**src/rtl/cpu_pkg.sv**
```systemverilog
// Shared CPU definitions: pc width, return-address-stack opcodes and checkpoint payload.
package cpu_pkg;

    localparam int unsigned PC_W          = 8;
    localparam int unsigned RAS_PTR_MAX_W = 8;
    localparam int unsigned RAS_CNT_MAX_W = RAS_PTR_MAX_W + 1;

    // Stack operation decoded from {push, pop}; pop serves ret, push serves call.
    typedef enum logic [1:0] {
        STK_OP_NONE = 2'b00,
        STK_OP_POP  = 2'b01,
        STK_OP_PUSH = 2'b10,
        STK_OP_REPL = 2'b11
    } stk_op_e;

    // Checkpointed stack position, sized for stacks up to 2**RAS_PTR_MAX_W entries.
    typedef struct packed {
        logic [RAS_PTR_MAX_W-1:0] wp;
        logic [RAS_CNT_MAX_W-1:0] count;
    } ras_ckpt_t;

endpackage

```
**src/rtl/ras_storage.sv**
```systemverilog
// Return-address register array: one synchronous write port, one asynchronous read port, no reset.
module ras_storage #(
    parameter int unsigned ADDR_W = 8,
    parameter int unsigned DEPTH  = 8,
    localparam int unsigned PTR_W = $clog2(DEPTH)
) (
    input  logic              clk,
    input  logic              we,
    input  logic [PTR_W-1:0]  waddr,
    input  logic [ADDR_W-1:0] wdata,
    input  logic [PTR_W-1:0]  raddr,
    output logic [ADDR_W-1:0] rdata
);

    logic [ADDR_W-1:0] mem [DEPTH];

    always_ff @(posedge clk) begin
        if (we) begin
            mem[waddr] <= wdata;
        end
    end

    assign rdata = mem[raddr];

endmodule

```
**src/rtl/ret_addr_stack.sv**
```systemverilog
// Return-address stack for ID-stage call/ret with overflow policy and sticky error flags.
// Optional checkpoint/restore of the stack position is enabled with `define RAS_CHECKPOINT_EN.
module ret_addr_stack
    import cpu_pkg::*;
#(
    parameter int unsigned ADDR_W   = PC_W,
    parameter int unsigned DEPTH    = 8,
    parameter int unsigned OVF_WRAP = 0,
    localparam int unsigned PTR_W   = $clog2(DEPTH),
    localparam int unsigned CNT_W   = PTR_W + 1
) (
    input  logic              clk,
    input  logic              reset,
    input  logic              push,
    input  logic              pop,
    input  logic [ADDR_W-1:0] push_addr,
    input  logic              err_clr,
`ifdef RAS_CHECKPOINT_EN
    input  logic              ckpt,
    input  logic              restore,
`endif
    output logic [ADDR_W-1:0] top,
    output logic              empty,
    output logic              full,
    output logic [CNT_W-1:0]  count,
    output logic              overflow,
    output logic              underflow
);

    logic [PTR_W-1:0]  wp;
    logic [PTR_W-1:0]  wp_top;
    logic [PTR_W-1:0]  wp_nxt;
    logic [CNT_W-1:0]  count_nxt;
    logic [PTR_W-1:0]  waddr;
    logic              we;
    logic              ovf_set;
    logic              unf_set;
    logic [ADDR_W-1:0] rd_data;
    stk_op_e           op;

    assign op     = stk_op_e'({push, pop});
    assign wp_top = wp - PTR_W'(1);
    assign empty  = (count == CNT_W'(0));
    assign full   = (count == CNT_W'(DEPTH));
    assign top    = empty ? ADDR_W'(0) : rd_data;

`ifdef RAS_CHECKPOINT_EN
    ras_ckpt_t shadow;

    // Shadow of the stack position for flush recovery.
    always_ff @(posedge clk or posedge reset) begin
        if (reset) begin
            shadow <= '0;
        end else if (ckpt) begin
            shadow <= '{wp: RAS_PTR_MAX_W'(wp), count: RAS_CNT_MAX_W'(count)};
        end
    end
`endif

    // Next pointer/count, storage write and error detection.
    always_comb begin
        wp_nxt    = wp;
        count_nxt = count;
        we        = 1'b0;
        waddr     = wp;
        ovf_set   = 1'b0;
        unf_set   = 1'b0;

        unique case (op)
            STK_OP_POP: begin
                if (empty) begin
                    unf_set = 1'b1;
                end else begin
                    wp_nxt    = wp_top;
                    count_nxt = count - CNT_W'(1);
                end
            end
            STK_OP_PUSH, STK_OP_REPL: begin
                if (op == STK_OP_REPL && !empty) begin
                    // Replace top in place: ret and call in the same cycle.
                    we    = 1'b1;
                    waddr = wp_top;
                end else begin
                    unf_set = (op == STK_OP_REPL);
                    if (!full) begin
                        we        = 1'b1;
                        wp_nxt    = wp + PTR_W'(1);
                        count_nxt = count + CNT_W'(1);
                    end else begin
                        ovf_set = 1'b1;
                        if (OVF_WRAP != 0) begin
                            we     = 1'b1;
                            wp_nxt = wp + PTR_W'(1);
                        end
                    end
                end
            end
            default: ;
        endcase

`ifdef RAS_CHECKPOINT_EN
        if (restore) begin
            wp_nxt    = PTR_W'(shadow.wp);
            count_nxt = CNT_W'(shadow.count);
            we        = 1'b0;
            ovf_set   = 1'b0;
            unf_set   = 1'b0;
        end
`endif
    end

    // Stack position and sticky error flags.
    always_ff @(posedge clk or posedge reset) begin
        if (reset) begin
            wp        <= '0;
            count     <= '0;
            overflow  <= 1'b0;
            underflow <= 1'b0;
        end else begin
            wp        <= wp_nxt;
            count     <= count_nxt;
            overflow  <= ovf_set | (overflow & ~err_clr);
            underflow <= unf_set | (underflow & ~err_clr);
        end
    end

    ras_storage #(
        .ADDR_W (ADDR_W),
        .DEPTH  (DEPTH)
    ) u_storage (
        .clk   (clk),
        .we    (we),
        .waddr (waddr),
        .wdata (push_addr),
        .raddr (wp_top),
        .rdata (rd_data)
    );

endmodule
```
**config.mk**
```make
export PLATFORM = sky130hd
export DESIGN_NAME = ret_addr_stack
export DESIGN_NICKNAME = d
export VERILOG_FILES = /design/src/rtl/cpu_pkg.sv /design/src/rtl/ras_storage.sv /design/src/rtl/ret_addr_stack.sv
export SDC_FILE = /design/constraint.sdc
export NUM_CORES = 1
export LEC_CHECK = 0
export CORE_MARGIN = 2
export CORE_UTILIZATION = 35
export CTS_BUF_LIST = sky130_fd_sc_hd__clkbuf_8 sky130_fd_sc_hd__clkbuf_16
export DETAILED_ROUTE_END_ITERATION = 8
export GPL_TIMING_DRIVEN = 0
export SLEW_MARGIN = 20
export SYNTH_ARGS = -nofsm -noshare
export SYNTH_HDL_FRONTEND = slang
export SYNTH_HIERARCHICAL = 1
export SYNTH_SLANG_ARGS = --single-unit
```
**constraint.sdc**
```tcl
create_clock -name clk -period 3.3 [get_ports clk]
set_input_delay 0.33 -clock clk [delete_from_list [all_inputs] [get_ports clk]]
set_output_delay 0.33 -clock clk [all_outputs]
set_load 0.02 [all_outputs]
```
Word level (Yosys, flattened, before mapping)
Memory sizes are Yosys's and may differ from the RTL's.
Cells that the tools add are included.
{"block": "word_totals", "register_bits": 9, "ram_bits": 64, "in_bits": 13, "wordCells": 49, "memories": 1}
{"block": "classes", "add_sub_neg": 4, "eq_ne": 7, "n_mux": 22, "bitwise_logic": 5, "reduce_logical": 6}
{"memory": "u_storage.mem", "words": 8, "width": 8, "rd": 1, "rd_ports_with_merged_regs": 0, "write_ports": 1, "line": "ras_storage.sv:15", "text": "logic [ADDR_W-1:0] mem [DEPTH];"}
{"cell": "two-way mux 3 bit", "n": 5}
{"cell": "two-way mux 4 bit", "n": 3}
{"cell": "two-way mux 1 bit", "n": 10}
{"cell": "two-way mux 8 bit", "n": 1}
{"cell": "one-hot mux 4 bit (2 select lines)", "n": 1}
{"cell": "!= test 2 bit, second input constant", "n": 3}
{"cell": "one-hot mux 3 bit (2 select lines)", "n": 1}
{"cell": "adder 4 x 1 -> 4 bit, second input constant", "n": 1}
{"cell": "== test 2 bit, second input constant", "n": 2}
{"cell": "== test 4 bit, second input constant", "n": 1}
{"cell": "logical NOT 4 bit", "n": 1}
{"cell": "AND reduction 4 bit", "n": 1}
{"cell": "subtractor 4 x 1 -> 4 bit, second input constant", "n": 1}
{"cell": "adder 3 x 1 -> 3 bit, second input constant", "n": 1}
{"cell": "subtractor 3 x 1 -> 3 bit, second input constant", "n": 1}
{"cell": "bitwise AND 1 bit", "n": 2}
{"cell": "== test 2 x 1 -> 1 bit, second input constant", "n": 1}
{"cell": "OR 1 bit", "n": 2}
{"cell": "one-hot mux 1 bit (2 select lines)", "n": 1}
{"cell": "nonzero test 2 bit", "n": 1}
{"cell": "OR reduction 2 bit", "n": 1}
{"cell": "logical AND 1 bit", "n": 1}
{"cell": "logical NOT 1 bit", "n": 1}
{"cell": "NOT 1 bit", "n": 1}

Longest topological paths before layout
{"block": "logic_depth", "word_depth": 7, "depth_mapped": 8, "depth_no_buf": 6}

By module
The synthesis kept the hierarchy.
{"module": "ras_storage", "instances": 1, "cells_each": 106, "area_per_inst_um2": 2531.2, "seq_area_each_um2": 1921.8}
{"module": "ret_addr_stack", "instances": 1, "cells_each": 70, "area_per_inst_um2": 654.4, "seq_area_each_um2": 225.2}

Worst setup path after synthesis
OpenSTA, ideal clock, no wires.
{"block": "synth_path", "path_type": "register to output", "from": "register wp[0]", "to": "output top[0]", "t_arrival_ns": 2.024, "t_required_ns": 2.970, "setup_slack_ns": 0.946, "path_stages_with_launch": 9, "path_buffers": 2, "path_cell_list": "dfrtp_1 > inv_1 > ha_1 > xor2_1 > clkbuf_1 > buf_2 > mux4_2 > mux2_2 > nor2b_1"}
{"block": "synth_between", "elab_chain_len": 3}
{"item": "from (decl)", "line": "ret_addr_stack.sv:30", "text": "logic [PTR_W-1:0] wp;"}
{"item": "from (signal assigned)", "line": "ret_addr_stack.sv:120", "text": "wp <= wp_nxt;"}
{"item": "subtractor 3 x 1 -> 3 bit", "line": "ret_addr_stack.sv:42", "text": "assign wp_top = wp - PTR_W'(1);"}
{"item": "net wp_top[0]", "line": "ret_addr_stack.sv:31", "text": "logic [PTR_W-1:0] wp_top;"}
{"item": "memory (8 x 8 bit)"}
{"item": "net rd_data[0]", "line": "ret_addr_stack.sv:38", "text": "logic [ADDR_W-1:0] rd_data;"}
{"item": "two-way mux 8 bit", "line": "ret_addr_stack.sv:45", "text": "assign top = empty ? ADDR_W'(0) : rd_data;"}
{"item": "to (decl)", "line": "ret_addr_stack.sv:22", "text": "output logic [ADDR_W-1:0] top,"}
The timed path passes the listed nets, and every way through them passes these cells.

Worst setup path in the final report
{"block": "layout_path", "from": "register wp[0]", "to": "output top[7]"}
Same word-level chain as after synthesis.

==> metrics.md <==
| Metric | Value |
|---|---|
| Final-report max-slew violation count | `0` |
| Die area | `0.009880 mm2` |
| Total area of multi-input combinational cells | `around 970 um2` |
| Net count after synthesis | `just under 200` |
| Worst path slowest cell | `sky130_fd_sc_hd__dfrtp_1` |
| Via density per instance | `roughly 4.9` |
| Clock latency of the later-clocked register in the worst-skew pair | `0.34 ns` |
| Number of buffers inserted by hold repair at cts | `0` |
| DRC violations left | `0` |
| Final hold slack | `~0.25 ns` |
| Critical path's top delay family | `buffers and inverters` |
| Nets@finish | `~230` |
| Data arrival time of the critical path | `between 2 and 3 ns` |
| Cell count after synthesis | `approximately 180` |
| Area grow syn2layout | `20.82%` |
| Final standard cell area without fillers | `between 0.003 and 0.004 mm2` |
| Run status | `finished clean` |
| Combinational family with the most area after synthesis | `multiplexers` |
| Number of antenna violations at the first check in global routing | `0` |
| Leading cell types in the layout, fill and taps excluded | `64 x sky130_fd_sc_hd__edfxtp_1, 19 x sky130_fd_sc_hd__clkdlybuf4s50_1, 15 x sky130_fd_sc_hd__mux4_1, 12 x sky130_fd_sc_hd__nor2_1` |
| Share of the cycle needed by the critical path after routing | `0.9101` |
| Post-Synth XOR/XNOR Area | `0.02749` |
| Post-route setup TNS | `0 ns` |
| Hold Fails Final Rpt | `0` |
| Antenna Diode Count | `0` |
| Simple-gate share of the synthesized area | `0.05538` |
| Average footprint of a synthesized cell | `~18 um2` |
| Static Leakage | `approximately 1.4 nW` |
| Unique cell type count in the Yosys netlist | `30` |
| DR vias | `between 1,500 and 2,000` |
| Multiplexer area fraction after synthesis | `0.1673` |
| Clock buffer count from CTS | `9` |
| GRT Util Overall | `0.1289` |
| Cell breakdown of the critical path | `inv_1 -> ha_1 -> xor2_1 -> clkbuf_4 -> mux4_1 -> mux2_2 -> nor2b_1 -> dlygate4sd2_1` |
| Placeable Area | `0.008763 mm2` |
| Drt initial violations | `70` |
| Initial Utilization | `0.3635` |
| Max stage delay on crit path | `approximately 0.38 ns` |
| Half-perimeter wire length of the detailed placement result | `roughly 3600 um` |
| Most frequent standard cell in the layout excluding fill and tap cells | `sky130_fd_sc_hd__edfxtp_1` |
| Critical path peak fanout | `16` |
| Count of max-cap constraint violations | `0` |
| Transition at the pin with the smallest max-transition slack | `between 1 and 1.5 ns` |
| Aggregate routed wire length | `5756 um` |
| Number of nets with antenna violations after routing | `0` |
| Clock period minus worst slack | `3.003 ns` |
| Maximum clock rate | `around 330 MHz` |
| Area after detailed placement | `about 0.0036 mm2` |
| Kind of end point of the critical path | `output port` |
| Slack of the critical path | `0.2966 ns` |
| Fraction of the mapped netlist area in compound gates | `0.02789` |
| Final global-route overflow total | `0` |
| Longest Clk Path Bufs | `2` |
| Worst-path clk slew | `~0.070 ns` |
| Sequential cell area | `around 0.0021 mm2` |
| GP Congestion | `0.6725` |
| Buffering stage count on the worst path with inverters included | `3` |
| Final setup violating endpoints | `0` |
| Clock tree sinks | `73` |
| Layout cell share with drive strength beyond 1 | `0.1682` |
| Number of warnings printed during yosys synthesis | `6` |
| Largest net degree at the start of global routing | `14` |
| Fill cell total of the finished layout | `roughly 760` |
| Vias in the first global route | `roughly 1,700` |
| Number of port buffers | `27` |
| Worst clock skew on the final layout | `about 0.008 ns` |
| CTS HTree Levels | `3` |
| Summed instance area of the synthesized netlist | `approximately 0.0032 mm2` |
| Worst hold path class | `in2async` |
| PwrDens | `1002 mW/mm2` |
| Number of top-level design ports | `29` |
| First-pass DRT Iterations | `4` |
| Buffer type at the clock tree root | `sky130_fd_sc_hd__clkbuf_8` |
| CTS tree | `yes` |
| Relative slew slack | `0.3266` |
| # resized after CTS | `11` |
| Vertical extent of the die | `99.40 um` |
| Startpoint types | `register` |
| Critical Setup Path Class | `reg2out` |
| RSZ-0062 raised after global routing | `false` |
| Row count | `34` |
| #FFs+latches synth | `between 70 and 80` |
| Average wire length per cell after detail routing | `between 15 and 20 um` |
| Worst endpoint required time | `2.97 ns` |
| Overall power of the completed layout | `slightly below 4 mW` |
| VDD IR-drop max | `0.0002880 V` |
| Wire length of the first global-routing pass | `about 9000 um` |
| Adder and majority cell fraction of the synthesized area | `0.02200` |
| Die boundary width | `a little under 100 um` |
| Post-CTS Setup Repair Bufs | `0` |
| Share of the yosys chip area belonging to registers | `0.6740` |
| Minimum setup slack after placement | `-0.04655 ns` |
==> power breakdown <==
part           switching (mW)  leakage, nW  internal, mW  total (mW)
sequential             0.0950        0.691          1.20        1.30
clock                   0.322        0.125         0.503       0.825
combinational           0.894        0.558         0.843        1.74
total                    1.31         1.37          2.55        3.86
==> cell type report <==
class | count | share of cell area
flip-flops and latches | 73 | 0.5579
multi-input cells | 88 | 0.2510
repair buffers | 29 | 0.07152
well taps | 108 | 0.03511
clock buffers | 9 | 0.03218
clock inverters | 7 | 0.03121
plain buffers | 6 | 0.01333
inverters | 8 | 0.007802
==> flip-flops by register name (all words and copies together) (netlist names) <==
name and count:
count 4, overflow 1, u_storage/mem 64, underflow 1
wp 3
==> metrics by stage <==
step,std cells,utilization
after floorplan,176,-
after global placement,311,0.4098
after detailed placement,313,0.4126
after CTS,329,0.4400
after global routing,328,0.4392
final,328,0.4392
==> logic make-up (layout without fill, tap and decap cells) <==
group	Yosys count	count (layout)
flip-flops	73	73
AND/OR/NAND/NOR	37	37
multiplexers	26	26
buffers and inverters	15	59
AO/OA/AOI/OAI	10	10
XOR/XNOR	10	10
adder cells (fa/ha/maj)	5	5
==> worst register-to-register path, delay by kind of cell, from the launching register on <==
kind	cells	cell delay (ns)
compound gates	1	0.39
flops	1	0.48
simple gates	4	1.45
==> synthesized netlist by cell type (all sizes together) <==
cell type	n	share of area
nor2	12	0.014
mux2	10	0.037
clkbuf	2	0.0024
o21ai	3	0.0059
nand2	8	0.0094
nor2b	8	0.016
a211oi	1	0.0063
ha	4	0.016
edfxtp	64	0.60
xnor2	8	0.022
inv	8	0.0094
o311a	1	0.0067
mux4	16	0.13
o32ai	1	0.0027
nor4	1	0.0020
nand3	1	0.0016
fa	1	0.0063
and3	1	0.0020
nor3	3	0.0047
xor2	2	0.0055
dfrtp	9	0.071
buf	5	0.014
nand2b	3	0.0059
a21oi	4	0.0063
==> final timing paths <==
path                          start             endpoint  slack (ns)  cells past startpoint
setup / recovery              wp[0]               top[7]        0.30                      8
hold / removal                reset                wp[2]        0.25                      2
setup reg to reg           count[1]  u_storage/mem[2][4]        0.60                      5
hold reg to reg            overflow             overflow        0.54                      2
max in group asynchronous     reset                wp[0]        2.79                      2
min in group clk               push                wp[1]        0.45                      4
==> metal layers <==
layer / vias to the layer above / GRT usage / routed length, um
met5: - / 0 / 0
met4: 0 / 0.06006 / 102
met3: 8 / 0.03233 / 149
met2: 23 / 0.2063 / 2857
met1: 813 / 0.1657 / 2646
li1: 767 / - / -
Note: power is estimated with default switching activity, not from simulation.
